[config.mk]
export PLATFORM = sky130hd
export DESIGN_NAME = fetch_redirect_ctrl_flat
export DESIGN_NICKNAME = d
export VERILOG_FILES = /design/src/rtl/fetch_redirect_ctrl_if.sv /design/src/rtl/fetch_redirect_ctrl.sv /design/src/flat_wrapper.sv
export SDC_FILE = /design/constraint.sdc
export NUM_CORES = 1
export LEC_CHECK = 0
export ABC_AREA = 1
export CELL_PAD_IN_SITES_DETAIL_PLACEMENT = 1
export CELL_PAD_IN_SITES_GLOBAL_PLACEMENT = 1
export CORE_MARGIN = 5
export CORE_UTILIZATION = 38
export DETAILED_ROUTE_END_ITERATION = 12
export DONT_BUFFER_PORTS = 1
export PLACE_DENSITY = 0.71
export SETUP_SLACK_MARGIN = 0.2
export SYNTH_ARGS = -nofsm -noshare
export SYNTH_HDL_FRONTEND = slang
export SYNTH_SLANG_ARGS = --single-unit
export TNS_END_PERCENT = 20
[constraint.sdc]
create_clock -name clk -period 7 [get_ports clk]
set_clock_uncertainty 0.2 [all_clocks]
set_input_delay 0.7 -clock clk [delete_from_list [all_inputs] [get_ports clk]]
set_output_delay 0.7 -clock clk [all_outputs]
set_load 0.01 [all_outputs]
[src/rtl/fetch_redirect_ctrl_if.sv]
// Redirect request / PC control bundle between the pipeline and the fetch redirect controller.
// No latency of its own; plain wires.
// No backpressure here; imem_ready and hazard_stall travel in-band as stall qualifiers.
interface fetch_redirect_ctrl_if #(
    parameter int CNT_W = 16
);
    logic             imem_ready;
    logic             hazard_stall;
    logic             trap_req;
    logic [31:0]      trap_vector;
    logic             mret_req;
    logic [31:0]      mepc;
    logic             br_taken;
    logic [31:0]      br_target;
    logic             jal_en;
    logic [31:0]      jal_target;
    logic             jump_en;
    logic [31:0]      jump_address;
    logic             pc_stall;
    logic             flush_if;
    logic             flush_id;
    logic             flush_ex;
    logic             misalign_trap;
    logic [CNT_W-1:0] redirect_cnt;

    // Requester side: pipeline, CSR logic and imem status drive it; it observes PC control.
    modport master (
        output imem_ready, hazard_stall, trap_req, trap_vector, mret_req, mepc,
               br_taken, br_target, jal_en, jal_target,
        input  jump_en, jump_address, pc_stall, flush_if, flush_id, flush_ex,
               misalign_trap, redirect_cnt
    );

    // Controller side.
    modport slave (
        input  imem_ready, hazard_stall, trap_req, trap_vector, mret_req, mepc,
               br_taken, br_target, jal_en, jal_target,
        output jump_en, jump_address, pc_stall, flush_if, flush_id, flush_ex,
               misalign_trap, redirect_cnt
    );
endinterface

[src/rtl/fetch_redirect_ctrl.sv]
// Merges trap/mret/branch/jal redirects by priority and drives PC jump/stall plus pipeline flushes.
// Latency: redirect appears on jump_en/jump_address the same cycle; traps redirect after TRAP_DRAIN frozen cycles.
// Backpressure: a redirect arriving while fetch cannot advance is held in HOLD until imem_ready and no hazard.
module fetch_redirect_ctrl #(
    parameter int TRAP_DRAIN = 2,
    parameter int CNT_W      = 16
) (
    input  logic                  clk,
    input  logic                  reset,
    fetch_redirect_ctrl_if.slave  ctrl_io
);
    localparam int DW = (TRAP_DRAIN < 2) ? 1 : $clog2(TRAP_DRAIN + 1);

    // Priority ranks; a pending trap outranks every non-trap request.
    localparam logic [1:0] PRI_JAL  = 2'd0;
    localparam logic [1:0] PRI_BR   = 2'd1;
    localparam logic [1:0] PRI_MRET = 2'd2;
    localparam logic [1:0] PRI_TRAP = 2'd3;

    typedef enum logic [1:0] {RUN, HOLD, DRAIN} state_t;

    state_t           state_q;
    logic [31:0]      pend_q;
    logic [1:0]       pend_pri_q;
    logic [DW-1:0]    drain_q;
    logic [CNT_W-1:0] cnt_q, cnt_d;

    logic        req_vld, req_mis, acc_raw, acc_redir, take_trap, fetch_go, jump_en_c;
    logic [1:0]  req_pri;
    logic [31:0] req_tgt;

    // Pick the highest-priority non-trap request and decide whether it is taken this cycle.
    always_comb begin
        req_vld = 1'b0;
        req_pri = PRI_JAL;
        req_tgt = '0;
        if (ctrl_io.mret_req) begin
            req_vld = 1'b1;
            req_pri = PRI_MRET;
            req_tgt = ctrl_io.mepc;
        end else if (ctrl_io.br_taken) begin
            req_vld = 1'b1;
            req_pri = PRI_BR;
            req_tgt = ctrl_io.br_target;
        end else if (ctrl_io.jal_en) begin
            req_vld = 1'b1;
            req_pri = PRI_JAL;
            req_tgt = ctrl_io.jal_target;
        end
        // Only branch/jal targets are alignment-checked; mepc is trusted.
        req_mis   = req_vld && (req_pri <= PRI_BR) && (req_tgt[1:0] != 2'b00);
        // In HOLD, a lower-rank request is a wrong-path leftover and is ignored.
        acc_raw   = req_vld && !ctrl_io.trap_req && (state_q != DRAIN) &&
                    ((state_q == RUN) || (req_pri >= pend_pri_q));
        acc_redir = acc_raw && !req_mis;
        take_trap = ctrl_io.trap_req || (acc_raw && req_mis);
        fetch_go  = ctrl_io.imem_ready && !ctrl_io.hazard_stall && (state_q != DRAIN);
        jump_en_c = !take_trap && (acc_redir || (state_q == HOLD));
    end

    // PC control and flush outputs; everything is forced quiet while reset is asserted.
    always_comb begin
        ctrl_io.jump_en       = 1'b0;
        ctrl_io.jump_address  = '0;
        ctrl_io.pc_stall      = 1'b0;
        ctrl_io.flush_if      = 1'b0;
        ctrl_io.flush_id      = 1'b0;
        ctrl_io.flush_ex      = 1'b0;
        ctrl_io.misalign_trap = 1'b0;
        ctrl_io.redirect_cnt  = '0;
        if (!reset) begin
            ctrl_io.jump_en       = jump_en_c;
            if (jump_en_c)
                ctrl_io.jump_address = acc_redir ? req_tgt : pend_q;
            ctrl_io.pc_stall      = !fetch_go;
            ctrl_io.flush_if      = (state_q == DRAIN) || take_trap || acc_redir;
            ctrl_io.flush_id      = (state_q == DRAIN) || take_trap || (acc_redir && req_pri >= PRI_BR);
            ctrl_io.flush_ex      = (state_q == DRAIN) || take_trap;
            ctrl_io.misalign_trap = acc_raw && req_mis;
            ctrl_io.redirect_cnt  = cnt_q;
        end
    end

    // Saturating count of redirects actually consumed by the PC.
    always_comb begin
        cnt_d = cnt_q;
        if (jump_en_c && fetch_go && !(&cnt_q))
            cnt_d = cnt_q + CNT_W'(1);
    end

    // Sequencer: RUN / HOLD pending redirect / DRAIN before trap entry.
    always_ff @(posedge clk) begin
        if (reset) begin
            state_q    <= RUN;
            pend_q     <= '0;
            pend_pri_q <= PRI_JAL;
            drain_q    <= '0;
            cnt_q      <= '0;
        end else begin
            cnt_q <= cnt_d;
            if (take_trap) begin
                // Trap discards any pending redirect and (re)starts the drain.
                state_q    <= DRAIN;
                pend_q     <= ctrl_io.trap_vector;
                pend_pri_q <= PRI_TRAP;
                drain_q    <= DW'(TRAP_DRAIN);
            end else begin
                case (state_q)
                    RUN: begin
                        if (acc_redir && !fetch_go) begin
                            state_q    <= HOLD;
                            pend_q     <= req_tgt;
                            pend_pri_q <= req_pri;
                        end
                    end
                    HOLD: begin
                        if (acc_redir) begin
                            pend_q     <= req_tgt;
                            pend_pri_q <= req_pri;
                        end
                        if (fetch_go)
                            state_q <= RUN;
                    end
                    DRAIN: begin
                        if (drain_q <= DW'(1)) begin
                            state_q <= HOLD;
                            drain_q <= '0;
                        end else begin
                            drain_q <= drain_q - DW'(1);
                        end
                    end
                    default: state_q <= RUN;
                endcase
            end
        end
    end
endmodule

[src/flat_wrapper.sv]
// flat-port wrapper written by rule: the top's interface ports become plain ports
module fetch_redirect_ctrl_flat 
#(
    parameter int TRAP_DRAIN = 2,
    parameter int CNT_W      = 16
)
  (clk, reset, ctrl_io_imem_ready, ctrl_io_hazard_stall, ctrl_io_trap_req, ctrl_io_trap_vector, ctrl_io_mret_req, ctrl_io_mepc, ctrl_io_br_taken, ctrl_io_br_target, ctrl_io_jal_en, ctrl_io_jal_target, ctrl_io_jump_en, ctrl_io_jump_address, ctrl_io_pc_stall, ctrl_io_flush_if, ctrl_io_flush_id, ctrl_io_flush_ex, ctrl_io_misalign_trap, ctrl_io_redirect_cnt);
  fetch_redirect_ctrl_if #(.CNT_W(CNT_W)) ctrl_io_i ();
  input  logic clk;
  input  logic reset;
  input wire logic [$bits(ctrl_io_i.imem_ready)-1:0] ctrl_io_imem_ready;
  input wire logic [$bits(ctrl_io_i.hazard_stall)-1:0] ctrl_io_hazard_stall;
  input wire logic [$bits(ctrl_io_i.trap_req)-1:0] ctrl_io_trap_req;
  input wire logic [$bits(ctrl_io_i.trap_vector)-1:0] ctrl_io_trap_vector;
  input wire logic [$bits(ctrl_io_i.mret_req)-1:0] ctrl_io_mret_req;
  input wire logic [$bits(ctrl_io_i.mepc)-1:0] ctrl_io_mepc;
  input wire logic [$bits(ctrl_io_i.br_taken)-1:0] ctrl_io_br_taken;
  input wire logic [$bits(ctrl_io_i.br_target)-1:0] ctrl_io_br_target;
  input wire logic [$bits(ctrl_io_i.jal_en)-1:0] ctrl_io_jal_en;
  input wire logic [$bits(ctrl_io_i.jal_target)-1:0] ctrl_io_jal_target;
  output wire logic [$bits(ctrl_io_i.jump_en)-1:0] ctrl_io_jump_en;
  output wire logic [$bits(ctrl_io_i.jump_address)-1:0] ctrl_io_jump_address;
  output wire logic [$bits(ctrl_io_i.pc_stall)-1:0] ctrl_io_pc_stall;
  output wire logic [$bits(ctrl_io_i.flush_if)-1:0] ctrl_io_flush_if;
  output wire logic [$bits(ctrl_io_i.flush_id)-1:0] ctrl_io_flush_id;
  output wire logic [$bits(ctrl_io_i.flush_ex)-1:0] ctrl_io_flush_ex;
  output wire logic [$bits(ctrl_io_i.misalign_trap)-1:0] ctrl_io_misalign_trap;
  output wire logic [$bits(ctrl_io_i.redirect_cnt)-1:0] ctrl_io_redirect_cnt;
  assign ctrl_io_i.imem_ready = ctrl_io_imem_ready;
  assign ctrl_io_i.hazard_stall = ctrl_io_hazard_stall;
  assign ctrl_io_i.trap_req = ctrl_io_trap_req;
  assign ctrl_io_i.trap_vector = ctrl_io_trap_vector;
  assign ctrl_io_i.mret_req = ctrl_io_mret_req;
  assign ctrl_io_i.mepc = ctrl_io_mepc;
  assign ctrl_io_i.br_taken = ctrl_io_br_taken;
  assign ctrl_io_i.br_target = ctrl_io_br_target;
  assign ctrl_io_i.jal_en = ctrl_io_jal_en;
  assign ctrl_io_i.jal_target = ctrl_io_jal_target;
  assign ctrl_io_jump_en = ctrl_io_i.jump_en;
  assign ctrl_io_jump_address = ctrl_io_i.jump_address;
  assign ctrl_io_pc_stall = ctrl_io_i.pc_stall;
  assign ctrl_io_flush_if = ctrl_io_i.flush_if;
  assign ctrl_io_flush_id = ctrl_io_i.flush_id;
  assign ctrl_io_flush_ex = ctrl_io_i.flush_ex;
  assign ctrl_io_misalign_trap = ctrl_io_i.misalign_trap;
  assign ctrl_io_redirect_cnt = ctrl_io_i.redirect_cnt;
  fetch_redirect_ctrl #(.TRAP_DRAIN(TRAP_DRAIN), .CNT_W(CNT_W)) u_core (.clk(clk), .reset(reset), .ctrl_io(ctrl_io_i));
endmodule
==> qor_table.md, run 1 <==
| Group | Parameter | Value |
| --- | --- | --- |
| outcome | Outcome | finished, final reports clean |
| critical path | Required time at the endpoint of the critical path | 6.10 ns |
| logic synthesis | Cell area after technology mapping | 0.004492 mm² |
| global route | GRT Overall Usage | 0.2258 |
| global route | Largest net degree at the start of global routing | 56 |
| timing | Final worst path period share | 0.7020 |
| timing | Total negative setup slack | 0 ns |
| critical path | Critical path startpoint category | primary input |
| logic synthesis | Most area-hungry cell type in the Yosys netlist | sky130_fd_sc_hd__dfxtp_1 |
| critical path | Worst R2R Start | u_core.pend_pri_q[0] |
| critical path | Destination of the worst register-to-register timing path | u_core.pend_pri_q[1] |
| logic synthesis | Synth warnings | 0 |
| flow run | Max-cap violations | 0 |
| routing | Detailed Route WL | 16330 µm |
| cts | TritonCTS clock tree | done |
| logic synthesis | Mapped Cells | 755 |
| critical path | Number of cells on the worst reg-to-reg path | 12 |
| logic synthesis | Syn_area_per_cell | 5.949 µm² |
| cts | Master cell of the clock root buffer | sky130_fd_sc_hd__clkbuf_16 |
| timing | Max transition margin | 0.2384 |
| die | Chip width | 118.7 µm |
| layout | Fill count | 1595 |
| timing | Final Worst Setup Slack | 2.086 ns |
| cts | Hold-fix buffer count after cts | 0 |
| die | Effective utilization at floorplan | 0.3900 |
| layout | Net count of the finished layout | 848 |
| critical path | Kind of capture point of the worst setup path | primary output |
| cts | Post-CTS sizing | 0 |
| layout | Area growth from synthesis to layout | 1.393% |
| timing | Transition time of the tightest slew-check pin | 1.141 ns |
| layout | Area of combinational cells with multiple inputs | 0.002945 mm² |
| place | HPWL after DPL | 11620 µm |
| global route | Global-route wire length before repair | 26570 µm |
| routing | Residual antenna-violating net count after detailed routing | 0 |
| critical path | Worst setup path start | ctrl_io_mret_req |
| routing | DR WL/cell | 19.15 µm |
| layout | Ant. Diodes | 0 |
| critical path | Maximum fanout along the worst path | 55 |
| place | RD Place Congestion | 0.8471 |
| timing | Pins over their slew limit | 0 |
| routing | Initial DRT Pass Iterations | 4 |
| cts | Clock Sinks | 54 |
| die | Die outline height | 118.7 µm |
| power | Leakage Power | 1.886 nW |
| global route | Antenna violations before repair | 0 |
| routing | Number of design rule violations left after detail routing | 0 |
| logic synthesis | Register bit total from synthesis | 54 |
| critical path | CP arrival | 4.01 ns |
| min path | Type of the worst min-delay path | reg2reg |
| logic synthesis | Part of the Yosys area used for sequential elements | 0.2407 |
| logic synthesis | Count of cell types in the netlist | 34 |
| layout | Share of post-route cells with drive strength above 1 | 0.07465 |
| die | Total core area | 0.01152 mm² |
| critical path | Minimum setup slack among reg-to-reg paths | 3.94 ns |
| timing | Setup repair after global routing missed its margin | false |
| cts | Clock latency on the worst-skew pair | 0.29 ns |
| routing | Via/cell ratio | 5.826 |
| die | Top-level port count | 190 |
| cts | Max H-tree Level | 2 |
| critical path | Kind of critical path | in2out |
| die | Area of the die | 0.01409 mm² |
| timing | Number of hold violations in the final report | 0 |
| cts | Clock input transition at the sequential cells of the worst setup and hold paths | 0.07 ns |
| cts | Cts bufs inserted | 5 |
| cts | Clock tree buffer depth | 2 |
| logic synthesis | Synth top area cells | sky130_fd_sc_hd__dfxtp_1 (24%), sky130_fd_sc_hd__nand2_1 (18%), sky130_fd_sc_hd__nor2_1 (12%) |
| place | Quantity of I/O buffers inserted on ports | 0 |
| timing | Endpoints failing setup | 0 |
| global route | Number of global-route vias before repair | 5133 |
| critical path | Setup crit end | ctrl_io_jump_address[31] |
| power | Pwr per Cell Area | 178.4 mW/mm² |
| timing | Final Critical Period | 4.914 ns |
| power | Worst voltage drop across the vdd grid | 94.61 µV |
| logic synthesis | Share of the synthesized area in the top cell type | 0.2407 |
| routing | Total via count in the routed design | 4970 |
| place | Worst slack at placement | 2.059 ns |
| die | Number of rows in the core area | 39 |
| global route | Global route overflow | 0 |
| timing | Achievable frequency | 203.5 MHz |
| layout | Area taken by flip-flops and latches | 0.001081 mm² |
| cts | Setup bufs post-CTS | 0 |
| logic synthesis | Synthesized net count | 894 |
| routing | Drt first-iter violations | 338 |
where the power goes:
group	leakage [nW]	internal (mW)	total (mW)	switching (mW)
logic	1.37	0.0633	0.210	0.146
clock network	0.0739	0.143	0.262	0.119
registers	0.444	0.327	0.341	0.0138
synthesized netlist by cell type (all sizes together):
| cell type | number |
|---|---|
| nor3 | 3 |
| nor4 | 4 |
| o211ai | 2 |
| a211oi | 22 |
| clkbuf | 20 |
| a221oi | 20 |
| o21ai | 10 |
| inv | 53 |
| buf | 33 |
| nor3b | 2 |
| nand3b | 21 |
| ha | 3 |
| nor2 | 150 |
| xor2 | 9 |
| and2 | 1 |
| nand4 | 2 |
| nand2 | 220 |
| nand3 | 94 |
| a21oi | 31 |
| o2111ai | 1 |
| dfxtp | 54 |
critical path: stages:
cell,delay [ns]
sky130_fd_sc_hd__inv_2,0.08
sky130_fd_sc_hd__nand2_1,0.11
sky130_fd_sc_hd__ha_1,0.30
sky130_fd_sc_hd__inv_1,0.04
sky130_fd_sc_hd__nand2_1,0.05
sky130_fd_sc_hd__nand2_1,0.04
sky130_fd_sc_hd__and2_0,0.18
sky130_fd_sc_hd__nor2_4,0.17
sky130_fd_sc_hd__nand2_4,0.28
sky130_fd_sc_hd__inv_4,0.60
sky130_fd_sc_hd__nor2_1,0.11
sky130_fd_sc_hd__nor2_2,0.13
sky130_fd_sc_hd__nand2_2,0.53
sky130_fd_sc_hd__a211oi_1,0.65
registers in the layout, summed over array words and instances (netlist names):
name,flops
u_core.drain_q,2
u_core.cnt_q,16
u_core.pend_q,32
u_core.state_q,2
u_core.pend_pri_q,2
area by class of cell:
cell class	count	share of cell area
multi-input cells	595	0.6467
clock buffers	7	0.03132
inverters	53	0.04423
flip-flops and latches	54	0.2374
well taps	143	0.03929
clock inverters	1	0.001099
routing by layer:
metal  wire (µm)  vias up  GRT usage
met5           0        -          0
met4         239        0    0.05286
met3         925       18    0.04250
met2        8478      143     0.4295
met1        6690     2445     0.2593
li1            -     2364          -
worst min-delay path by stage:
stage                startpoint                to  slack (ns)  depth (start not counted)
2_1_floorplan  u_core.cnt_q[15]  u_core.cnt_q[15]        0.24                          2
3_3_place_gp   u_core.cnt_q[15]  u_core.cnt_q[15]        0.24                          2
3_5_place_dp   u_core.cnt_q[15]  u_core.cnt_q[15]        0.25                          2
6_report       u_core.cnt_q[15]  u_core.cnt_q[15]        0.26                          2
4_1_cts                   reset   u_core.cnt_q[0]        0.26                          1
5_1_grt                   reset   u_core.cnt_q[5]        0.26                          1
through the flow:
stage	area [µm²]	power, mW	utilization	cells	hold slack (ns)
2_1_floorplan	4492	0.5259	-	755	0.2400
3_3_place_gp	4407	0.5516	0.3827	845	0.2426
3_5_place_dp	4407	0.5593	0.3827	845	0.2519
4_1_cts	4554	0.8229	0.3955	853	0.2599
5_1_grt	4554	0.8616	0.3955	853	0.2576
6_report	4554	0.8123	0.3955	853	0.2613
layout by cell type (no fill, tap or decap):
| cell | netlist | routed |
|---|---|---|
| sky130_fd_sc_hd__nand2_2 | 4 | 4 |
| sky130_fd_sc_hd__clkbuf_1 | 20 | 1 |
| sky130_fd_sc_hd__a221oi_1 | 20 | 20 |
| sky130_fd_sc_hd__nand4_1 | 2 | 2 |
| sky130_fd_sc_hd__xor2_1 | 9 | 9 |
| sky130_fd_sc_hd__nand2_1 | 214 | 214 |
| sky130_fd_sc_hd__inv_2 | 8 | 8 |
| sky130_fd_sc_hd__nand3b_1 | 21 | 21 |
| sky130_fd_sc_hd__nor2_2 | 4 | 5 |
| sky130_fd_sc_hd__a21oi_1 | 29 | 28 |
| sky130_fd_sc_hd__clkbuf_8 | 0 | 1 |
| sky130_fd_sc_hd__ha_1 | 3 | 3 |
| sky130_fd_sc_hd__nand3_2 | 2 | 2 |
| sky130_fd_sc_hd__a211oi_1 | 3 | 3 |
| sky130_fd_sc_hd__inv_4 | 1 | 1 |
| sky130_fd_sc_hd__nor2_4 | 2 | 2 |
| sky130_fd_sc_hd__o21ai_1 | 1 | 1 |
| sky130_fd_sc_hd__o211ai_1 | 2 | 2 |
| sky130_fd_sc_hd__nand3_1 | 92 | 92 |
| sky130_fd_sc_hd__a21oi_2 | 2 | 3 |
| sky130_fd_sc_hd__nor3b_1 | 2 | 2 |
| sky130_fd_sc_hd__nand2_4 | 2 | 2 |
| sky130_fd_sc_hd__dfxtp_1 | 54 | 54 |
| sky130_fd_sc_hd__nor4_1 | 4 | 4 |
| sky130_fd_sc_hd__and2_0 | 1 | 1 |
| sky130_fd_sc_hd__inv_1 | 44 | 44 |
| sky130_fd_sc_hd__nor3_1 | 3 | 3 |
| sky130_fd_sc_hd__o21ai_0 | 9 | 9 |
| sky130_fd_sc_hd__a211oi_2 | 19 | 19 |
| sky130_fd_sc_hd__clkbuf_16 | 0 | 5 |
| sky130_fd_sc_hd__clkinv_2 | 0 | 1 |
| sky130_fd_sc_hd__o2111ai_1 | 1 | 1 |
| sky130_fd_sc_hd__nor2_1 | 144 | 143 |
cell families (layout without fill, tap and decap cells):
| family | count (synthesis) | count (layout) | synth area share |
|---|---|---|---|
| adder cells (fa/ha/maj) | 3 | 3 | 0.008357 |
| XOR/XNOR | 9 | 9 | 0.01755 |
| flip-flops | 54 | 54 | 0.2407 |
| buffers and inverters | 106 | 61 | 0.1050 |
| AND/OR/NAND/NOR | 497 | 497 | 0.4788 |
| AO/OA/AOI/OAI | 86 | 86 | 0.1496 |
No activity file was read; power rests on OpenSTA's default activity.
==> run 2: changes to the inputs <==
--- a/config.mk
+++ b/config.mk
@@ -12,7 +12,7 @@
 export CORE_UTILIZATION = 38
 export DETAILED_ROUTE_END_ITERATION = 12
 export DONT_BUFFER_PORTS = 1
-export PLACE_DENSITY = 0.71
+export PLACE_DENSITY = 0.73
 export SETUP_SLACK_MARGIN = 0.2
 export SYNTH_ARGS = -nofsm -noshare
 export SYNTH_HDL_FRONTEND = slang
==> constraint.sdc (replaced) <==
create_clock -name clk -period 4.1 [get_ports clk]
set_clock_uncertainty 0.2 [all_clocks]
set_input_delay 0.41 -clock clk [delete_from_list [all_inputs] [get_ports clk]]
set_output_delay 0.41 -clock clk [all_outputs]
set_load 0.01 [all_outputs]
==> run 2 against run 1 <==
Against the previous run: critical path depth is the same; utilization rose by 1.7 points; flip-flop and latch count is the same; count of clock-buffer cells in the layout is 1 lower; final cell count is 2.2% higher.
==> qor_table.md, run 2 (synthesis results as in run 1) <==
| Group | Parameter | Value | Delta |
| --- | --- | --- | --- |
| flow run | Max-cap violations | 0 | unchanged |
| cts | TritonCTS clock tree | done | unchanged |
| power | Clock Power Share | 0.345 | was 0.322 |
| layout | Max FFs per register | 32 | unchanged |
| layout | Area growth from synthesis to layout | 5.766% | was 1.393% |
| routing | Initial DRT Pass Iterations | 5 | was 4 |
| layout | Register with the highest flop count | u_core.pend_q | unchanged |
| power | Combinational share of power | 0.259 | was 0.258 |
| routing | Total via count in the routed design | 4995 | was 4970 |
| layout | Net count of the finished layout | 868 | was 848 |
| die | Area of the die | 0.01409 mm² | unchanged |
| critical path | CP arrival | 2.63 ns | was 4.01 ns |
| layout | Highest-count cells in the layout ignoring fill and taps | sky130_fd_sc_hd__nand2_1 (214), sky130_fd_sc_hd__nor2_1 (143), sky130_fd_sc_hd__nand3_1 (92) | unchanged |
| routing | Via/cell ratio | 5.728 | was 5.826 |
| timing | Worst hold-check slack | 0.1205 ns | was 0.2613 ns |
| die | Total core area | 0.01152 mm² | unchanged |
| timing | Transition time of the tightest slew-check pin | 1.070 ns | was 1.141 ns |
| place | Quantity of I/O buffers inserted on ports | 0 | unchanged |
| cts | Master cell of the clock root buffer | sky130_fd_sc_hd__clkbuf_16 | unchanged |
| place | HPWL after DPL | 12170 µm | was 11620 µm |
| place | Cell Count Post-Placement | 864 | was 845 |
| critical path | Crit path max-delay family | buffers and inverters | was simple AND/OR/NAND/NOR gates |
| critical path | Kind of capture point of the worst setup path | primary output | unchanged |
| critical path | Most prevalent standard cell on the critical path | sky130_fd_sc_hd__nand2_1 | unchanged |
| critical path | Kind of critical path | in2out | unchanged |
| routing | Detailed Route WL | 16740 µm | was 16330 µm |
| cts | Max H-tree Level | 2 | unchanged |
| power | Flop pwr share | 0.395 | was 0.419 |
| power | Pwr per Cell Area | 309.4 mW/mm² | was 178.4 mW/mm² |
| critical path | Worst Path Buf+Inv | 5 | was 3 |
| global route | Largest net degree at the start of global routing | 55 | was 56 |
| cts | Clock latency on the worst-skew pair | 0.30 ns | was 0.29 ns |
| routing | Residual antenna-violating net count after detailed routing | 0 | unchanged |
| layout | Registers with the most flip-flops | u_core.pend_q: 32 flops, u_core.cnt_q: 16 flops | unchanged |
| routing | DR WL/cell | 19.20 µm | was 19.15 µm |
| routing | Drt first-iter violations | 353 | was 338 |
| layout | Most common library cell in the layout ignoring fill and taps | sky130_fd_sc_hd__nand2_1 | unchanged |
| power | Total power | 1.470 mW | was 0.8123 mW |
| timing | Total negative setup slack | 0 ns | unchanged |
| timing | Achievable frequency | 308.5 MHz |  |
| die | Die outline height | 118.7 µm | unchanged |
| global route | Global-route wire length before repair | 27450 µm | was 26570 µm |
| timing | Final worst path period share | 0.7906 |  |
| global route | Global route overflow | 0 | unchanged |
| cts | Clock input transition at the sequential cells of the worst setup and hold paths | 0.07 ns | about the same |
| power | Power spent charging and discharging nets | 0.4898 mW | was 0.2796 mW |
| power | Worst voltage drop across the vdd grid | 164.8 µV | was 94.61 µV |
| critical path | Critical path startpoint category | primary input | unchanged |
| timing | Number of hold violations in the final report | 0 | unchanged |
| power | Internal Pwr Total | 0.9803 mW | was 0.5328 mW |
| die | Top-level port count | 190 | unchanged |
| min path | Type of the worst min-delay path | in2reg | was reg2reg |
| layout | Share of post-route cells with drive strength above 1 | 0.1001 | was 0.07465 |
| critical path | Slowest Stage Delay on Critical Path | 0.54 ns | was 0.65 ns |
| layout | Finished Layout Cells | 872 | was 853 |
| power | Leakage Power | 2.009 nW | was 1.886 nW |
| cts | Clock Sinks | 54 | unchanged |
| global route | Antenna violations before repair | 0 | unchanged |
| timing | Final Critical Period | 3.242 ns |  |
| critical path | Maximum fanout along the worst path | 54 | was 55 |
| power | Switch share | 0.3332 | was 0.3441 |
| critical path | Chain of cells forming the critical path | inv_2 -> nand2_1 -> ha_1 -> inv_1 -> nand2_1 -> nand2_1 -> and2_0 -> nor2_4 -> nand2_4 -> inv_4 -> buf_4 -> nor2_1 -> a211oi_1 -> buf_4 | was inv_2 -> nand2_1 -> ha_1 -> inv_1 -> nand2_1 -> nand2_1 -> and2_0 -> nor2_4 -> nand2_4 -> inv_4 -> nor2_1 -> nor2_2 -> nand2_2 -> a211oi_1 |
| die | Effective utilization at floorplan | 0.3900 | unchanged |
| cts | Cts bufs inserted | 5 | unchanged |
| critical path | Slowest stage cell, crit path | sky130_fd_sc_hd__buf_4 | was sky130_fd_sc_hd__a211oi_1 |
| outcome | Outcome | finished, final reports clean | unchanged |
| global route | Number of global-route vias before repair | 5331 | was 5133 |
| critical path | Minimum setup slack among reg-to-reg paths | 1.22 ns | was 3.94 ns |
| routing | Number of design rule violations left after detail routing | 0 | unchanged |
| layout | Final Core Density | 0.4125 | was 0.3955 |
| timing | Setup repair after global routing missed its margin | false | unchanged |
| die | Number of rows in the core area | 39 | unchanged |
| timing | Max transition margin | 0.2863 | was 0.2384 |
| timing | Pins over their slew limit | 0 | unchanged |
| place | RD Place Congestion | 0.8800 | was 0.8471 |
| layout | Ant. Diodes | 0 | unchanged |
| die | Chip width | 118.7 µm | unchanged |
| timing | Endpoints failing setup | 0 | unchanged |
| global route | GRT Overall Usage | 0.2341 | was 0.2258 |
| cts | Clock tree buffer depth | 2 | unchanged |
| critical path | Required time at the endpoint of the critical path | 3.49 ns | was 6.10 ns |
==> run 2: changes by cell type in the layout (fill, tap and decap cells not counted), sizes merged <==
cell / before / now
buf: 0 / 20
clkinv: 1 / 0
clkbuf: 7 / 6
bufinv: 0 / 1
==> run 2: cell type report <==
| cell class | instances | area [µm²] |
|---|---|---|
| Fill cell | 1596 | 6765 |
| Multi-Input combinational cell | 595 | 2945 |
| Sequential cell | 54 | 1081 |
| Inverter | 53 | 201.4 |
| Tap cell | 143 | 178.9 |
| Timing Repair Buffer | 20 | 175.2 |
| Clock buffer | 6 | 138.9 |
| Clock inverter | 1 | 30.03 |
==> run 2: final timing paths <==
path	from	endpoint	cells after the start
min reg2reg	u_core.cnt_q[15]	u_core.cnt_q[15]	2
max	ctrl_io_mret_req	ctrl_io_jump_address[31]	14
max reg2reg	u_core.pend_pri_q[0]	u_core.pend_q[15]	14
min	ctrl_io_mret_req	u_core.pend_pri_q[1]	2
==> run 2: what timing repair did <==
action	CTS	global route
buffers inserted	0	0
hold endpoints to repair	31	0
hold buffers	1	0
gates resized for setup	0	0
==> run 2: stage by stage <==
stage | area [µm²] | setup slack [ns]
finish | 4751 | 0.8585
detailed placement | 4562 | 0.8165
floorplan | 4492 | 1.271
global placement | 4562 | 0.9319
global route | 4751 | 0.6407
CTS | 4751 | 0.8402
==> run 2: power by group through the flow <==
stage	Sequential (mW)	Clock, mW	Combinational, mW
after detailed placement	0.593	0	0.378
final	0.581	0.507	0.381
after global placement	0.590	0	0.363
after global routing	0.586	0.539	0.431
after CTS	0.580	0.520	0.387
after floorplan	0.586	0	0.312
==> run 2: per-layer routing <==
layer | up-vias | global-route usage | share of wire
met5 | - | 0 | 0
met4 | 0 | 0.05503 | 0.016
met3 | 21 | 0.05062 | 0.055
met2 | 141 | 0.4313 | 0.51
met1 | 2423 | 0.2761 | 0.42
li1 | 2410 | - | -
==> variant: new RTL, config.mk and constraints of run 1 <==
The 3 states of `state_t` get a one-hot encoding in 3 bits.
--- a/src/rtl/fetch_redirect_ctrl.sv
+++ b/src/rtl/fetch_redirect_ctrl.sv
@@ -17,7 +17,7 @@
     localparam logic [1:0] PRI_MRET = 2'd2;
     localparam logic [1:0] PRI_TRAP = 2'd3;
 
-    typedef enum logic [1:0] {RUN, HOLD, DRAIN} state_t;
+    typedef enum logic [2:0] {RUN = 3'b001, HOLD = 3'b010, DRAIN = 3'b100} state_t;
 
     state_t           state_q;
     logic [31:0]      pend_q;
Behaviour: no difference found for any inputs over 4 cycles, from zero or initial values and one cycle with reset high; so few cycles prove little.
==> variant against run 1 <==
  * Sequential share of layout area shrank 0.46 points
  * Synthesized area grew 4.0%
  * Routed wire length grew 7.1%
  * Worst setup slack gained 0.17 ns
  * Combinational power grew 8%
  * Total power grew 4.6%
  * Sequential cell count grew 1
  * Cell area grew 3.9%
  * Count of clock-buffer cells in the layout shrank 1
  * First-iteration DRC count shrank 8.6%
==> variant: results (changes against run 1) <==
stage,metric,value,unit,change
outcome,run_status,"finished, final reports clean",,
placement,preCtsSetupSlack,1.90,ns,-0.161 ns
placement,number_of_cells_in_the_design_after_placement,875,,+3.6%
synthesis,synth.top_cells.by_count,"nand2_1 (215), nor2_1 (137), nand3_1 (65), inv_1 (64), dfxtp_1 (55)",,
synthesis,synth_cell_type_count,33,,-2.9%
synthesis,register_area_share_after_synthesis,0.236,,-0.00487
routing,wl_per_cell,19.8,um,+3.5%
routing,dr_total_vias,5081,,+2.2%
synthesis,yosys.area_share.adder,0.00804,,-0.000318
routing,detail_route.first_pass.iterations,7,,+3
worst_setup_path,crit_arrival,4.79,ns,+0.78 ns
sta,worst_slew_margin_rel,0.150,,-0.0885
routing,drt_iter0_markers,309,,-8.6%
placement,half_perimeter_wire_length_after_detailed_placement,12700,um,+9.0%
final_layout,num-fill-cells,1638,,+2.7%
worst_setup_path,critical_path_peak_fanout,40,,-27%
power_and_ir_drop,p_leak,1.92,nW,+1.6%
routing,drt-vias-per-instance,5.75,,-1.2%
synthesis,synth_compound_gate_area_share,0.198,,+0.0487
global_routing,grt_pass1_vias,5193,,+1.2%
global_routing,pin_count_of_the_biggest_net_entering_global_routing,45,,-20%
final_layout,largestRegisters,"u_core.pend_q x32, u_core.cnt_q x16, u_core.state_q x3",,
worst_setup_path,critical_path.slowest_cell,nand2_1,,
synthesis,syn-num-nets,919,,+2.8%
placement,globalplace.congestion,0.797,,-5.9%
power_and_ir_drop,power.ir.vdd_worst,0.0925,mV,-2.3%
worst_setup_path,critPathMaxStageDelay,0.87,ns,+0.22 ns
synthesis,postSynth.topFlopCell,dfxtp_1,,
global_routing,grt_usage,0.229,,+0.00267
clock_tree,clock_pin_slew_of_the_registers_on_the_worst_case_setup_and_hold_paths,0.08,ns,
global_routing,first_pass_grt_wire_length,27100,um,+2.1%
final_layout,count_of_nets_after_finishing,874,,+3.1%
final_layout,drive_gt1_frac,0.0734,,-0.00128
synthesis,synthesis.area_per_instance,5.99,um^2,+0.62%
synthesis,post_synth_main_area_contributors,"dfxtp_1 (24%), nand2_1 (17%), nor2_1 (11%), nand3_1 (7.0%), a221oi_1 (5.3%)",,
-- variant: changes by cell type after synthesis, moves of 9 or more --
cell	before	now
inv_1	44	64
nand3b_1	21	12
o21ai_0	9	26
a21oi_1	29	39
nand3_1	92	65
a211oi_1	3	16
-- variant: power by group --
part	internal, mW	switching, mW
Combinational	0.0655	0.162
Sequential	0.335	0.0147
Clock	0.144	0.128
-- variant: area by class of cell --
class | instances | area (um^2) | area share
clock inverters | 2 | 16.3 | 0.00344
inverters | 72 | 270 | 0.0571
flip-flops and latches | 55 | 1100 | 0.233
well taps | 147 | 184 | 0.0389
clock buffers | 6 | 139 | 0.0294
repair buffers | 3 | 22.5 | 0.00476
multi-input cells | 598 | 3000 | 0.634
-- variant: stage by stage --
stage	power, mW	utilization	area (um^2)
after floorplan	0.551	-	4670
after global placement	0.572	0.381	4580
after detailed placement	0.585	0.381	4580
after CTS	0.860	0.394	4730
after global routing	0.896	0.394	4730
final	0.849	0.394	4730
-- variant: cell families after synthesis --
| family | Yosys count |
|---|---|
| flops | 55 |
| simple gates | 455 |
| xor+xnor | 10 |
| fa+ha+maj | 3 |
| buf+inv | 127 |
| compound gates | 130 |
-- variant: path summary, 6_finish.rpt --
check | endpoint | start | slack [ns] | cells past startpoint
hold reg to reg | u_core.cnt_q[15]$_SDFFE_PP0P_ | u_core.cnt_q[15]$_SDFFE_PP0P_ | 0.26 | 2
setup reg to reg | u_core.pend_q[2]$_SDFFE_PP0P_ | u_core.pend_pri_q[1]$_SDFFE_PP0P_ | 2.75 | 13
setup / recovery | u_core.pend_q[2]$_SDFFE_PP0P_ | ctrl_io_mret_req | 2.26 | 12
hold / removal | u_core.cnt_q[15]$_SDFFE_PP0P_ | u_core.cnt_q[15]$_SDFFE_PP0P_ | 0.26 | 2
-- variant: layer usage --
metal,part of all wire,GRT usage,up-vias,wire [um]
met1,0.42,0.273,2460,7270
met5,0,0,-,0
met4,0.0071,0.0460,0,125
met3,0.076,0.0629,8,1330
met2,0.50,0.409,155,8770
li1,-,-,2458,-
-- variant: tightest hold or removal path: stages, from the launching register on --
cell,delay [ns]
dfxtp_1,0.32
nand2_1,0.06
a21oi_1,0.05
